[src/rtl/rl_hs_pkg.sv]
// Shared types and helpers for the dav_/rfd handshake receiver.
package rl_hs_pkg;

    localparam int unsigned DEF_DEPTH = 4;
    localparam int unsigned DEF_CNTW  = 16;

    typedef enum logic [1:0] {
        S_SYNC = 2'd0,
        S_WAIT = 2'd1,
        S_ACK  = 2'd2
    } hs_state_e;

    // Unsigned magnitude of a signed byte; |-128| is 0x80.
    function automatic logic [7:0] abs8(input logic [7:0] x);
        return x[7] ? (~x + 8'd1) : x;
    endfunction

endpackage

[src/rtl/rl_sync_fifo.sv]
// DEPTH x 8 synchronous FIFO; head holds the last popped byte while empty.
module rl_sync_fifo #(
    parameter int unsigned DEPTH = 4
) (
    input  logic                       clock,
    input  logic                       reset,
    input  logic                       push_i,
    input  logic                       pop_i,
    input  logic [7:0]                 din_i,
    output logic [7:0]                 head_o,
    output logic [$clog2(DEPTH):0]     level_o,
    output logic                       empty_o
);
    localparam int unsigned PW = $clog2(DEPTH);
    localparam int unsigned LW = PW + 1;
    localparam logic [LW-1:0] FULL_LVL = LW'(DEPTH);

    logic [7:0]    mem_q [DEPTH];
    logic [7:0]    mem_d [DEPTH];
    logic [PW-1:0] wr_ptr_q, wr_ptr_d;
    logic [PW-1:0] rd_ptr_q, rd_ptr_d;
    logic [LW-1:0] level_q, level_d;
    logic [7:0]    last_q, last_d;
    logic          do_push, do_pop;

    assign do_pop  = pop_i && (level_q != '0);
    assign do_push = push_i && (level_q != FULL_LVL);

    always_comb begin
        mem_d    = mem_q;
        wr_ptr_d = wr_ptr_q;
        rd_ptr_d = rd_ptr_q;
        last_d   = last_q;
        if (do_push) begin
            mem_d[wr_ptr_q] = din_i;
            wr_ptr_d        = wr_ptr_q + PW'(1);
        end
        if (do_pop) begin
            last_d   = mem_q[rd_ptr_q];
            rd_ptr_d = rd_ptr_q + PW'(1);
        end
        level_d = level_q + LW'(do_push) - LW'(do_pop);
    end

    always_ff @(posedge clock) begin
        if (reset) begin
            mem_q    <= '{default: '0};
            wr_ptr_q <= '0;
            rd_ptr_q <= '0;
            level_q  <= '0;
            last_q   <= '0;
        end else begin
            mem_q    <= mem_d;
            wr_ptr_q <= wr_ptr_d;
            rd_ptr_q <= rd_ptr_d;
            level_q  <= level_d;
            last_q   <= last_d;
        end
    end

    assign empty_o = (level_q == '0);
    assign head_o  = empty_o ? last_q : mem_q[rd_ptr_q];
    assign level_o = level_q;

endmodule

[src/rtl/rl_dav_rfd_receiver.sv]
// Consumer side of the dav_/rfd byte handshake: FSM, FIFO buffering and rx statistics.
module rl_dav_rfd_receiver
    import rl_hs_pkg::*;
#(
    parameter int unsigned DEPTH = DEF_DEPTH,
    parameter int unsigned CNTW  = DEF_CNTW
) (
    input  logic                   clock,
    input  logic                   reset,
    input  logic                   dav_,
    input  logic [7:0]             A,
    output logic                   rfd,
    output logic [7:0]             q,
    output logic                   q_valid,
    input  logic                   pop,
    output logic [$clog2(DEPTH):0] level,
    output logic [CNTW-1:0]        rx_count,
    output logic [7:0]             max_abs
);
    localparam int unsigned LW = $clog2(DEPTH) + 1;
    localparam logic [LW-1:0] FULL_LVL = LW'(DEPTH);

    hs_state_e       state_q, state_d;
    logic            rfd_q, rfd_d;
    logic [CNTW-1:0] rx_count_q, rx_count_d;
    logic [7:0]      max_abs_q, max_abs_d;
    logic [7:0]      a_abs;
    logic            push;
    logic            empty;

    always_comb begin
        state_d = state_q;
        rfd_d   = rfd_q;
        push    = 1'b0;
        unique case (state_q)
            S_SYNC: begin
                rfd_d = 1'b1;
                if (dav_) state_d = S_WAIT;
            end
            S_WAIT: begin
                rfd_d = 1'b1;
                // Full check uses the pre-edge level, so a same-edge pop cannot admit a push.
                if (!dav_ && (level != FULL_LVL)) begin
                    push    = 1'b1;
                    rfd_d   = 1'b0;
                    state_d = S_ACK;
                end
            end
            S_ACK: begin
                rfd_d = 1'b0;
                if (dav_) begin
                    rfd_d   = 1'b1;
                    state_d = S_WAIT;
                end
            end
            default: begin
                rfd_d   = 1'b1;
                state_d = S_SYNC;
            end
        endcase
    end

    always_comb begin
        a_abs      = abs8(A);
        rx_count_d = rx_count_q + CNTW'(push);
        max_abs_d  = max_abs_q;
        if (push && (a_abs > max_abs_q)) max_abs_d = a_abs;
    end

    always_ff @(posedge clock) begin
        if (reset) begin
            state_q    <= S_SYNC;
            rfd_q      <= 1'b1;
            rx_count_q <= '0;
            max_abs_q  <= '0;
        end else begin
            state_q    <= state_d;
            rfd_q      <= rfd_d;
            rx_count_q <= rx_count_d;
            max_abs_q  <= max_abs_d;
        end
    end

    rl_sync_fifo #(
        .DEPTH(DEPTH)
    ) u_fifo (
        .clock  (clock),
        .reset  (reset),
        .push_i (push),
        .pop_i  (pop),
        .din_i  (A),
        .head_o (q),
        .level_o(level),
        .empty_o(empty)
    );

    assign q_valid  = ~empty;
    assign rfd      = rfd_q;
    assign rx_count = rx_count_q;
    assign max_abs  = max_abs_q;

endmodule

[config.mk]
export PLATFORM = sky130hd
export DESIGN_NAME = rl_dav_rfd_receiver
export DESIGN_NICKNAME = d
export VERILOG_FILES = /design/src/rtl/rl_hs_pkg.sv /design/src/rtl/rl_sync_fifo.sv /design/src/rtl/rl_dav_rfd_receiver.sv
export SDC_FILE = /design/constraint.sdc
export NUM_CORES = 1
export LEC_CHECK = 0
export ABC_AREA = 1
export CAP_MARGIN = 25
export CORE_ASPECT_RATIO = 1.25
export CORE_MARGIN = 2
export CORE_UTILIZATION = 30
export DETAILED_ROUTE_END_ITERATION = 16
export DONT_BUFFER_PORTS = 1
export PLACE_DENSITY = 0.43
export SYNTH_ARGS = -nofsm -noshare
export SYNTH_HDL_FRONTEND = slang
export SYNTH_SLANG_ARGS = --single-unit
[constraint.sdc]
create_clock -name clock -period 3.5 [get_ports clock]
set_clock_uncertainty 0.15 [all_clocks]
set_input_delay 0.7 -clock clock [delete_from_list [all_inputs] [get_ports clock]]
set_output_delay 0.7 -clock clock [all_outputs]
set_load 0.02 [all_outputs]
After elaboration in Yosys (flattened, before gate mapping)
Index checks and enable logic that the tools add are counted.
Word-level totals
  input bits: 12
  flip-flop bits (word level): 74
  output and inout port bits: 37
  word-level logic and storage cells: 58
Cells by class
  order comparisons: 4
  reduce and logical (&&, ||, !) cells: 11
  multiplexer cells: 16
  add/sub/neg operators: 6
  eq/ne operators: 5
  bitwise gates (word level): 4
Operators with widths (number)
  2-to-1 mux 8 bit: 5
  bitwise mux 32 bit: 1
  adder 16 x 1 -> 16 bit: 1
  binary-select mux 8 bit (select 2 bit): 1
  demux 8 bit (select 2 bit): 1
  adder 8 x 1 -> 8 bit (second input constant): 1
  greater-than comparator 8 bit: 1
  NOT 8 bit: 1
  greater-or-equal comparator 3 bit (second input constant): 2
  NOT 2 -> 3 bit: 2
  logical AND 1 bit: 5
  adder 2 x 1 -> 2 bit (second input constant): 2
  2-to-1 mux 1 bit: 4
  2-to-1 mux 2 bit: 2
  one-hot mux 2 bit (2 select lines): 1
  adder 3 x 1 -> 3 bit: 1
  logical NOT 3 bit: 1
  less-than comparator 3 x 1 -> 1 bit (second input constant): 1
  inequality test 3 bit (second input constant): 1
  nonzero test 3 bit: 1
  subtractor 3 x 1 -> 3 bit: 1
  == test 2 x 1 -> 1 bit (second input constant): 1
  == test 2 bit (second input constant): 1
  logical NOT 2 bit: 1
  other kinds (7): 7

Depth between registers and ports, before layout
Gate-level depths: netlist of run 1.
  depth in word-level cells: 7
  mapped depth: 17
  mapped depth without buffers: 17

Cells and area by module
Synthesis of run 1 repeated with hierarchy kept, for this count alone.
Second synthesis, totals
  cell total of the unflattened synthesis: 666
  area total of the unflattened synthesis: 4359.2 um2
Modules (own cells, without submodules)
  rl_sync_fifo: cells each 431, seq. area each 940.9 um2, area each 2721.4 um2, instances 1
  rl_dav_rfd_receiver: cells each 235, seq. area each 540.5 um2, area each 1637.8 um2, instances 1

Least setup slack after synthesis of run 1
Ideal clock, no wire load.
  kind: input-to-reg
  start: in A[0]
  end: reg max_abs_q[0], in the netlist max_abs[0]
  setup time: 115 ps
  slack: 816 ps
  required time: 3235 ps
  cell stages on the path: 16
  arrival: 2419 ps
  buffers on the path: 1
  cell sequence: inv_1 -> ha_1 -> nand3_1 -> inv_1 -> nand3_1 -> nand3_1 -> nand2_1 -> ha_1 -> nand2_1 -> nor2_1 -> nand2_1 -> nand2_1 -> clkbuf_1 -> nand3_1 -> nand2_1 -> nor2_1
On the way
  longest elaborated chain between the ends: 5
RTL lines
  from (decl): RTL line rl_dav_rfd_receiver.sv:11  | input logic [7:0] A,
  NOT 8 bit: RTL line rl_hs_pkg.sv:15  | return x[7] ? (~x + 8'd1) : x;
  adder 8 x 1 -> 8 bit: RTL line rl_hs_pkg.sv:15
  2-to-1 mux 8 bit: RTL line rl_hs_pkg.sv:15
  via a_abs[6]: RTL line rl_dav_rfd_receiver.sv:27  | logic [7:0] a_abs;
  greater-than comparator 8 bit: RTL line rl_dav_rfd_receiver.sv:67  | if (push && (a_abs > max_abs_q)) max_abs_d = a_abs;
  logical AND 1 bit: RTL line rl_dav_rfd_receiver.sv:67
  to (signal assigned): RTL line rl_dav_rfd_receiver.sv:80  | max_abs_q <= max_abs_d;
  to (decl): RTL line rl_dav_rfd_receiver.sv:26  | logic [7:0] max_abs_q, max_abs_d;
The timed path passes the listed nets, and every way through them passes these cells.
A chain may end at the register's enable or synchronous reset.

Final worst setup path of run 1
  start: reg u_fifo.level_q[2], in the netlist u_fifo.level_o[2]
  end: out q[4]
On the way
  longest elaborated chain between the ends: 2
RTL lines
  from (decl): RTL line rl_sync_fifo.sv:22  | logic [LW-1:0] level_q, level_d;
  from (signal assigned): RTL line rl_sync_fifo.sv:56  | level_q <= level_d;
  logical NOT 3 bit: RTL line rl_sync_fifo.sv:61  | assign empty_o = (level_q == '0);
  2-to-1 mux 8 bit: RTL line rl_sync_fifo.sv:62  | assign head_o = empty_o ? last_q : mem_q[rd_ptr_q];
  to (decl): RTL line rl_dav_rfd_receiver.sv:13  | output logic [7:0] q,
Every way passes these cells.

==> results of run 1 <==
==> final cells by class <==
class | instances | area (sq um)
Multi-Input combinational cell | 368 | 1910
Timing Repair Buffer | 3 | 22.5
Tap cell | 164 | 205
Clock inverter | 2 | 12.5
Inverter | 51 | 196
Fill cell | 1316 | 8020
Clock buffer | 13 | 260
Sequential cell | 74 | 1480
==> power groups by stage <==
stage          registers, mW  clock network, mW  logic, mW
2_1_floorplan           1.04                  0      0.668
3_3_place_gp            1.07                  0      0.778
3_5_place_dp            1.07                  0      0.794
4_1_cts                 1.05              0.901      0.799
5_1_grt                 1.07              0.936      0.905
6_report                1.05              0.871      0.781
==> state kept, by name (all words and copies together) (netlist names) <==
signal	cells
u_fifo.wr_ptr_q	2
u_fifo.last_q	8
rfd	1
rx_count	16
u_fifo.rd_ptr_q	2
u_fifo.mem_q	32
u_fifo.level_o	3
state_q	2
max_abs	8
==> synth_stat cells, drive strengths merged (2+ instances only) <==
cell type and count:
o21ai 22, dfxtp 74, nor3 5, xor2 4
clkbuf 9, nand3 19, a21oi 81, nand2 93
nand3b 3, ha 21, a32o 8, buf 12
nand4 5, clkinv 2, inv 49, nor2 101
==> per-layer routing <==
metal / vias to the layer above / wire length [um] / part of all wire (%)
li1: 1657 / - / -
met2: 52 / 4600 / 49
met3: 12 / 467 / 5.0
met4: 0 / 168 / 1.8
met1: 1489 / 4120 / 44
met5: - / 0 / 0
==> critical path: stages, from the launching register on <==
cell and delay [ns]:
dfxtp_1 0.53, inv_1 0.10, nand2_1 0.52, nor2_1 0.09
a21oi_1 0.45
==> through the flow <==
| stage | total power, mW | util [%] |
|---|---|---|
| final | 2.70 | 33.8 |
| after global routing | 2.91 | 33.8 |
| after CTS | 2.75 | 33.8 |
| after detailed placement | 1.86 | 31.5 |
| after global placement | 1.84 | 31.5 |
| after floorplan | 1.71 | - |
==> how the worst min path moves through the flow <==
stage,cells past startpoint,end,from
2_1_floorplan,2,u_fifo.mem_q[15]$_SDFFE_PP0P_,u_fifo.mem_q[15]$_SDFFE_PP0P_
3_3_place_gp,2,u_fifo.mem_q[15]$_SDFFE_PP0P_,u_fifo.mem_q[15]$_SDFFE_PP0P_
3_5_place_dp,2,u_fifo.mem_q[15]$_SDFFE_PP0P_,u_fifo.mem_q[15]$_SDFFE_PP0P_
4_1_cts,1,u_fifo.level_o[0]$_SDFF_PP0_,reset
5_1_grt,1,u_fifo.level_o[2]$_SDFF_PP0_,reset
6_report,1,u_fifo.level_o[0]$_SDFF_PP0_,reset
==> cell families after synthesis <==
group           count (synthesis)  synth area share [%]
compound gates                114                  16.7
buf+inv                        72                  8.51
fa+ha+maj                      22                  7.63
xor+xnor                        4                 0.946
simple gates                  228                  26.2
flops                          74                  40.0
==> results.cfg, run 1 <==
[place]
placed_area_sq_um = 3810
routabilityCongestion = 0.760
dp_hpwl_um = 6480
dp.cells = 660
pre_cts_slack_ns = 0.423
io_buffers = 0

[detailed_routing]
remaining_drc_errors = 0
finalWirelength_um = 9350
vias = 3210
wire_per_inst_um = 13.9
first_pass_iters = 4
drt_iter0_markers = 123
viasPerCell = 4.76
drtAntennaViolNets = 0

[grt]
antenna_found_initial = 0
grt_pass1_wl_um = 15700
grt_use_total_pct = 15.4
first_global_vias = 3202
grt.met1_usage_pct = 18.5
met3_usage_pct = 4.42
overflow = 0
grt_max_degree = 48
met2_usage_pct = 25.5
busiest_layer = met2

[layout]
nNetsFinal = 541
final_area_sq_um = 4090
num_antenna_cells = 0
final_cells = 675
mostFrequentLayoutCells = nor2_1, nand2_1, a21oi_1, dfxtp_1, inv_1
layout_commonest_cell = nor2_1
layout-drive-gt1-share_pct = 5.28
area_delta_synth_final_pct = 10.3

[timing]
setup_viol = 0
max-slew-margin-rel_pct = 46.0
final_max_slew_viol_count = 0
rsz0062_at_grt = false
fmax_mhz = 347
finalHoldViolCount = 0
holdWs_ns = 0.274
finalCritPeriodShare_pct = 82.2
setup_tns_ns = 0
worst_slack_ns = 0.621
fin_crit_ns = 2.88
tightestPinTransition_ns = 0.804

[clocking]
cts-resized-gates = 0
ctsHtreeMaxLevel = 3
cts_setup_buffers = 0
clk_latency_ns = 0.34
cts_root_buffer = clkbuf_16
cts_sinks = 74
clock_path_buffers = 2
cts_made_buffers = 9
hold_buffers = 0
cts_tree = done
clkTransAtPathRegs_ns = 0.06

[floorplanning]
initial_core_util_pct = 30.6
die_x_um = 103
die_area_sq_um = 13300
die_y_um = 128
rows = 45
io_pins = 49
coreArea_sq_um = 12100

[power]
p_int_mw = 1.67
pwr-share-seq_pct = 38.9
cellPowerDensity_nw_per_um2 = 661
combPwrFrac_pct = 28.9
switching_power_mw = 1.03
p_leak_nw = 1.66
p_sw_share_pct = 38.0
power_frac_clock_pct = 32.2
ir_worst_vdd_mv = 0.207

[worst_setup_path]
crit_type = reg -> out
reg2reg_slack_ns = 0.94
r2r-start = u_fifo.level_o[1]$_SDFF_PP0_
startpoint = u_fifo.level_o[2]$_SDFF_PP0_
endpoint_kind = output port
timing.rr.end = rx_count[10]$_SDFF_PP0_
reg2regPathDepth = 13
setup.worst_path.end = q[4]
worst_ep_arrival_time_ns = 2.03
crit_required_ns = 2.65
crit_fanout = 17
startpoint_type = flip-flop

[synthesis]
syn_avg_cell_area_sq_um = 7.21
netlist_area_sq_um = 3700
synth_nets = 548
yosysSeqAreaShare_pct = 40.0
ys_types = 32
synth-async-reset-ratio_pct = 0
synthFlopType = dfxtp_1
synth_top_area_share_pct = 40.0
synth_cells = 514
yosysTopAreaCell = dfxtp_1
yosys_warnings = 0
ys_ff_latch = 74
synth_area_leaders = dfxtp_1, a21oi_1, nor2_1, nand2_1, ha_1
synth_edf_count = 0

[run_status]
outcome = completed

[flow_run]
maxCapViolCount = 0

[min_path]
hp-class = in -> reg
Power figures use the tool's default switching activity.
==> inputs of run 2 (changes only) <==
--- a/config.mk
+++ b/config.mk
@@ -12,7 +12,7 @@
 export CORE_UTILIZATION = 30
 export DETAILED_ROUTE_END_ITERATION = 16
 export DONT_BUFFER_PORTS = 1
-export PLACE_DENSITY = 0.43
+export PLACE_DENSITY = 0.44
 export SYNTH_ARGS = -nofsm -noshare
 export SYNTH_HDL_FRONTEND = slang
 export SYNTH_SLANG_ARGS = --single-unit
==> constraint.sdc (replaced) <==
create_clock -name clock -period 2.6 [get_ports clock]
set_clock_uncertainty 0.15 [all_clocks]
set_input_delay 0.52 -clock clock [delete_from_list [all_inputs] [get_ports clock]]
set_output_delay 0.52 -clock clock [all_outputs]
set_load 0.02 [all_outputs]
==> run 2 against run 1 <==
  * Utilization grew 1.7 points
  * Setup slack lost 0.42 ns
  * Register-to-register slack lost 0.61 ns
  * Cell area grew 5.1%
  * Via count grew 1.9%
  * Largest cell class unchanged
  * Count of clock-buffer cells in the layout is the same
  * Combinational power grew 72%
  * Critical path type unchanged
  * Critical path depth grew 1
  * Worst hold slack lost 0.17 ns
  * First-iteration DRC count shrank 7.3%
  * Sequential share of layout area shrank 1.8 points
  * Clock power grew 46%
==> results.cfg, run 2 (same netlist as run 1, synthesis figures left out) <==
[run_status]
outcome = completed

[timing]
rsz0062_at_grt = false
setup_tns_ns = 0
fmax_mhz = 417
finalCritPeriodShare_pct = 92.2
finalHoldViolCount = 0
final_max_slew_viol_count = 0
max-slew-margin-rel_pct = 64.6
tightestPinTransition_ns = 0.529
fin_crit_ns = 2.40
setup_viol = 0

[grt]
overflow = 0
grt_use_total_pct = 15.0
grt_max_degree = 48
antenna_found_initial = 0
first_global_vias = 3198
grt_pass1_wl_um = 15400

[worst_setup_path]
endpoint_kind = output port
crit_required_ns = 1.93
startpoint_type = flip-flop
crit_type = reg -> out
r2r-start = state_q[1]$_SDFFE_PP0P_
critPathTopFamily = compound AO/OA/AOI/OAI gates
worst_ep_arrival_time_ns = 1.73
path_buf_inv = 2
startpoint = u_fifo.rd_ptr_q[0]$_SDFFE_PP0P_
critPathMaxStageDelay_ns = 0.37
timing.rr.end = u_fifo.level_o[2]$_SDFF_PP0_
critPathSlowestCell = dfxtp_1
reg2reg_slack_ns = 0.33
path_cells = buf_4 -> nand2_1 -> a32o_1 -> a21oi_1 -> buf_4
crit_fanout = 19
cpMostUsedCell = buf_4
reg2regPathDepth = 9

[power]
p_leak_nw = 1.79
cellPowerDensity_nw_per_um2 = 926
ir_worst_vdd_mv = 0.313

[detailed_routing]
vias = 3272
drt_iter0_markers = 114
finalWirelength_um = 9150
wl_met2_um = 4540
remaining_drc_errors = 0
viasPerCell = 4.69
wire_per_inst_um = 13.1
first_pass_iters = 4
route.met3.wl_um = 483
met1_length_um = 3980
drtAntennaViolNets = 0
highest_layer = met4

[clocking]
cts-resized-gates = 0
cts_made_buffers = 9
clkTransAtPathRegs_ns = 0.06
ctsHtreeMaxLevel = 3
cts_tree = done
cts_root_buffer = clkbuf_16
clock_path_buffers = 2
cts_setup_buffers = 0
cts_sinks = 74
hold_buffers = 0
clk_latency_ns = 0.33

[floorplanning]
rows = 45
die_x_um = 103
initial_core_util_pct = 30.6
die_y_um = 128
die_area_sq_um = 13300
io_pins = 49
coreArea_sq_um = 12100

[place]
io_buffers = 0
routabilityCongestion = 0.782
dp_hpwl_um = 6550
placed_area_sq_um = 3980

[layout]
multi_input_area_sq_um = 1920
num_antenna_cells = 0
nNetsFinal = 563
largest_reg_flops = 32
seqCellArea_sq_um = 1480
final_area_sq_um = 4300
largest_register = u_fifo.mem_q
area_delta_synth_final_pct = 15.9
layout-drive-gt1-share_pct = 9.94
mostFrequentLayoutCells = nor2_1, nand2_1, a21oi_1, dfxtp_1, inv_1
layout_commonest_cell = nor2_1
num-fill-cells = 1304

[flow_run]
maxCapViolCount = 0

[min_path]
hp-class = in -> reg
min_path_cells = 1
whs_endpoint = rx_count[14]$_SDFF_PP0_
worstHoldStart = reset
## run 2: cell count changes in the layout (fill, tap and decap cells not counted), sizes merged
cell	previous run	this run
buf	3	25
bufinv	0	1
inv	49	48
## run 2: worst register-to-register path, cell delays in order (launching register included)
cell and delay, ns:
dfxtp_1 0.40, inv_1 0.09, ha_1 0.23, nand3_4 0.09, buf_4 0.16, inv_6 0.08, ha_1 0.22, fa_1 0.38
or2_2 0.30, a21oi_1 0.11
## run 2: layout make-up
cell class	instances	area share, %
multi-input cells	368	44.6
clock inverters	2	0.816
flip-flops and latches	74	34.5
repair buffers	25	4.37
inverters	51	4.66
clock buffers	13	6.29
well taps	164	4.78
## run 2: how the worst max path moves through the flow
stage	end	slack, ns	depth (start not counted)
global placement	max_abs[2]$_SDFFE_PP0P_	0.17	15
global route	q[0]	0.08	5
floorplan	max_abs[0]$_SDFFE_PP0P_	0.1	16
detailed placement	max_abs[4]$_SDFFE_PP0P_	0.11	16
finish	q[0]	0.20	5
CTS	q[0]	0.11	5
## run 2: power breakdown
group / switching (mW) / internal, mW
registers: 0.107 / 1.26
clock network: 0.458 / 0.815
logic: 0.839 / 0.499
## run 2: per-stage QoR
stage / instances / utilization [%] / hold WS, ns / setup slack (ns) / power [mW]
detailed placement: 682 / 32.9 / 0.302 / 0.110 / 2.74
finish: 697 / 35.5 / 0.103 / 0.203 / 3.98
CTS: 697 / 35.4 / 0.0921 / 0.111 / 4.04
floorplan: 514 / - / 0.289 / 0.0961 / 2.30
global route: 697 / 35.5 / 0.0878 / 0.0755 / 4.27
global placement: 682 / 32.9 / 0.300 / 0.172 / 2.73
## run 2: metal layers
| layer | vias to the layer above | track usage [%] |
|---|---|---|
| li1 | 1701 | - |
| met1 | 1505 | 17.6 |
| met2 | 56 | 24.7 |
| met3 | 10 | 4.74 |
| met4 | 0 | 6.27 |
| met5 | - | 0 |
==> inputs of run 3 (changes only) <==
--- a/config.mk
+++ b/config.mk
@@ -9,10 +9,11 @@
 export CAP_MARGIN = 25
 export CORE_ASPECT_RATIO = 1.25
 export CORE_MARGIN = 2
-export CORE_UTILIZATION = 30
+export CORE_UTILIZATION = 45
 export DETAILED_ROUTE_END_ITERATION = 16
 export DONT_BUFFER_PORTS = 1
-export PLACE_DENSITY = 0.44
+export PLACE_DENSITY = 0.61
 export SYNTH_ARGS = -nofsm -noshare
 export SYNTH_HDL_FRONTEND = slang
 export SYNTH_SLANG_ARGS = --single-unit
+export TNS_END_PERCENT = 30
==> run 3 against run 2 <==
  * First-iteration DRC count increased by 40%
  * Count of clock-buffer cells in the layout unchanged
  * Via count decreased by 0.70%
  * Critical path type unchanged
  * Largest cell class unchanged
==> results.cfg, run 3 (same netlist as run 1, synthesis figures left out) <==
[run_status]
outcome = completed

[detailed_routing]
remaining_drc_errors = 0
drtAntennaViolNets = 0
drt_iter0_markers = 160
finalWirelength_um = 8240
wire_per_inst_um = 13.1
first_pass_iters = 4
viasPerCell = 5.18
vias = 3249

[power]
p_int_mw = 2.15
cellPowerDensity_nw_per_um2 = 859
pwr-share-seq_pct = 39.3
p_sw_share_pct = 38.3
combPwrFrac_pct = 36.9
p_leak_nw = 1.71
design_power_total_mw = 3.49
ir_worst_vdd_mv = 0.754
power_frac_clock_pct = 23.7
switching_power_mw = 1.34

[grt]
overflow = 0
antenna_found_initial = 0
grt_use_total_pct = 19.5
grt_pass1_wl_um = 14100
first_global_vias = 3006
grt_max_degree = 48

[timing]
max-slew-margin-rel_pct = 51.1
finalHoldViolCount = 0
setup_tns_ns = 0
tightestPinTransition_ns = 0.729
final_max_slew_viol_count = 0
fmax_mhz = 407
holdWs_ns = 0.0809
fin_crit_ns = 2.46
setup_viol = 0
worst_slack_ns = 0.140
finalCritPeriodShare_pct = 94.6
rsz0062_at_grt = false

[floorplanning]
rows = 37
io_pins = 49
die_y_um = 105
die_x_um = 85.2
initial_core_util_pct = 45.7
coreArea_sq_um = 8100
die_area_sq_um = 8980

[layout]
area_delta_synth_final_pct = 9.56
final_cells = 627
num-fill-cells = 812
num_antenna_cells = 0
post-route-util_pct = 50.1
multi_input_area_sq_um = 1920
largest_register = u_fifo.mem_q
layout_commonest_cell = nor2_1
nNetsFinal = 559
seqCellArea_sq_um = 1480
layout-drive-gt1-share_pct = 9.43
mostFrequentLayoutCells = nor2_1, nand2_1, a21oi_1, dfxtp_1, inv_1
largest_reg_flops = 32
final_area_sq_um = 4060

[place]
dp_hpwl_um = 5900
placed_area_sq_um = 3860
io_buffers = 0
dp.cells = 611
routabilityCongestion = 0.862
pre_cts_slack_ns = 0.166

[clocking]
cts_sinks = 74
cts_root_buffer = clkbuf_8
clkTransAtPathRegs_ns = 0.08
cts_setup_buffers = 0
ctsHtreeMaxLevel = 3
cts-resized-gates = 0
cts_made_buffers = 9
hold_buffers = 0
clock_path_buffers = 2
cts_tree = done
clk_latency_ns = 0.35

[worst_setup_path]
crit_type = reg -> out
crit_required_ns = 1.93
critPathMaxStageDelay_ns = 0.32
setup.worst_path.end = q[5]
worst_ep_arrival_time_ns = 1.79
crit_fanout = 10
reg2reg_slack_ns = 0.24
startpoint_type = flip-flop
timing.rr.end = rx_count[10]$_SDFF_PP0_
reg2regPathDepth = 13
cpMostUsedCell = buf_4
startpoint = u_fifo.rd_ptr_q[1]$_SDFFE_PP0P_
r2r-start = state_q[1]$_SDFFE_PP0P_
path_cells = clkinv_1 -> buf_4 -> a32o_1 -> a21oi_1 -> buf_4
endpoint_kind = output port
critPathSlowestCell = dfxtp_1

[flow_run]
maxCapViolCount = 0

[min_path]
hp-class = in -> reg
[run 3: metal layers]
layer	up-vias	share of wire [%]	GRT usage (%)
met5	-	0	0
li1	1691	-	-
met3	15	6.6	5.56
met1	1471	43	23.6
met4	0	2.4	9.07
met2	72	48	31.8
[run 3: worst max-delay path: cells and delay by family, from the launching register on]
kind / cells / cell delay, ns
buffers and inverters: 3 / 0.64
AO/OA/AOI/OAI: 2 / 0.47
flip-flops: 1 / 0.32
[run 3: layout make-up]
class | instances | area share, %
Clock buffer | 13 | 3.91
Clock inverter | 3 | 0.555
Inverter | 51 | 4.84
Multi-Input combinational cell | 368 | 47.3
Sequential cell | 74 | 36.5
Tap cell | 97 | 2.99
Timing Repair Buffer | 21 | 3.88
[run 3: worst min-delay path by stage]
stage | startpoint | to | slack, ns | cells past startpoint
after global placement | u_fifo.mem_q[23]$_SDFFE_PP0P_ | u_fifo.mem_q[23]$_SDFFE_PP0P_ | 0.30 | 2
final | reset | u_fifo.level_o[1]$_SDFF_PP0_ | 0.08 | 1
after CTS | reset | u_fifo.level_o[1]$_SDFF_PP0_ | 0.06 | 1
after global routing | reset | u_fifo.level_o[2]$_SDFF_PP0_ | 0.05 | 1
after detailed placement | u_fifo.mem_q[31]$_SDFFE_PP0P_ | u_fifo.mem_q[31]$_SDFFE_PP0P_ | 0.31 | 2
after floorplan | u_fifo.mem_q[15]$_SDFFE_PP0P_ | u_fifo.mem_q[15]$_SDFFE_PP0P_ | 0.29 | 2
[run 3: power groups by stage]
stage	sequential, mW	clock (mW)	combinational, mW
after floorplan	1.40	0	0.899
after global placement	1.40	0	1.27
after detailed placement	1.40	0	1.30
after CTS	1.37	0.858	1.30
after global routing	1.39	0.901	1.46
final	1.37	0.827	1.29
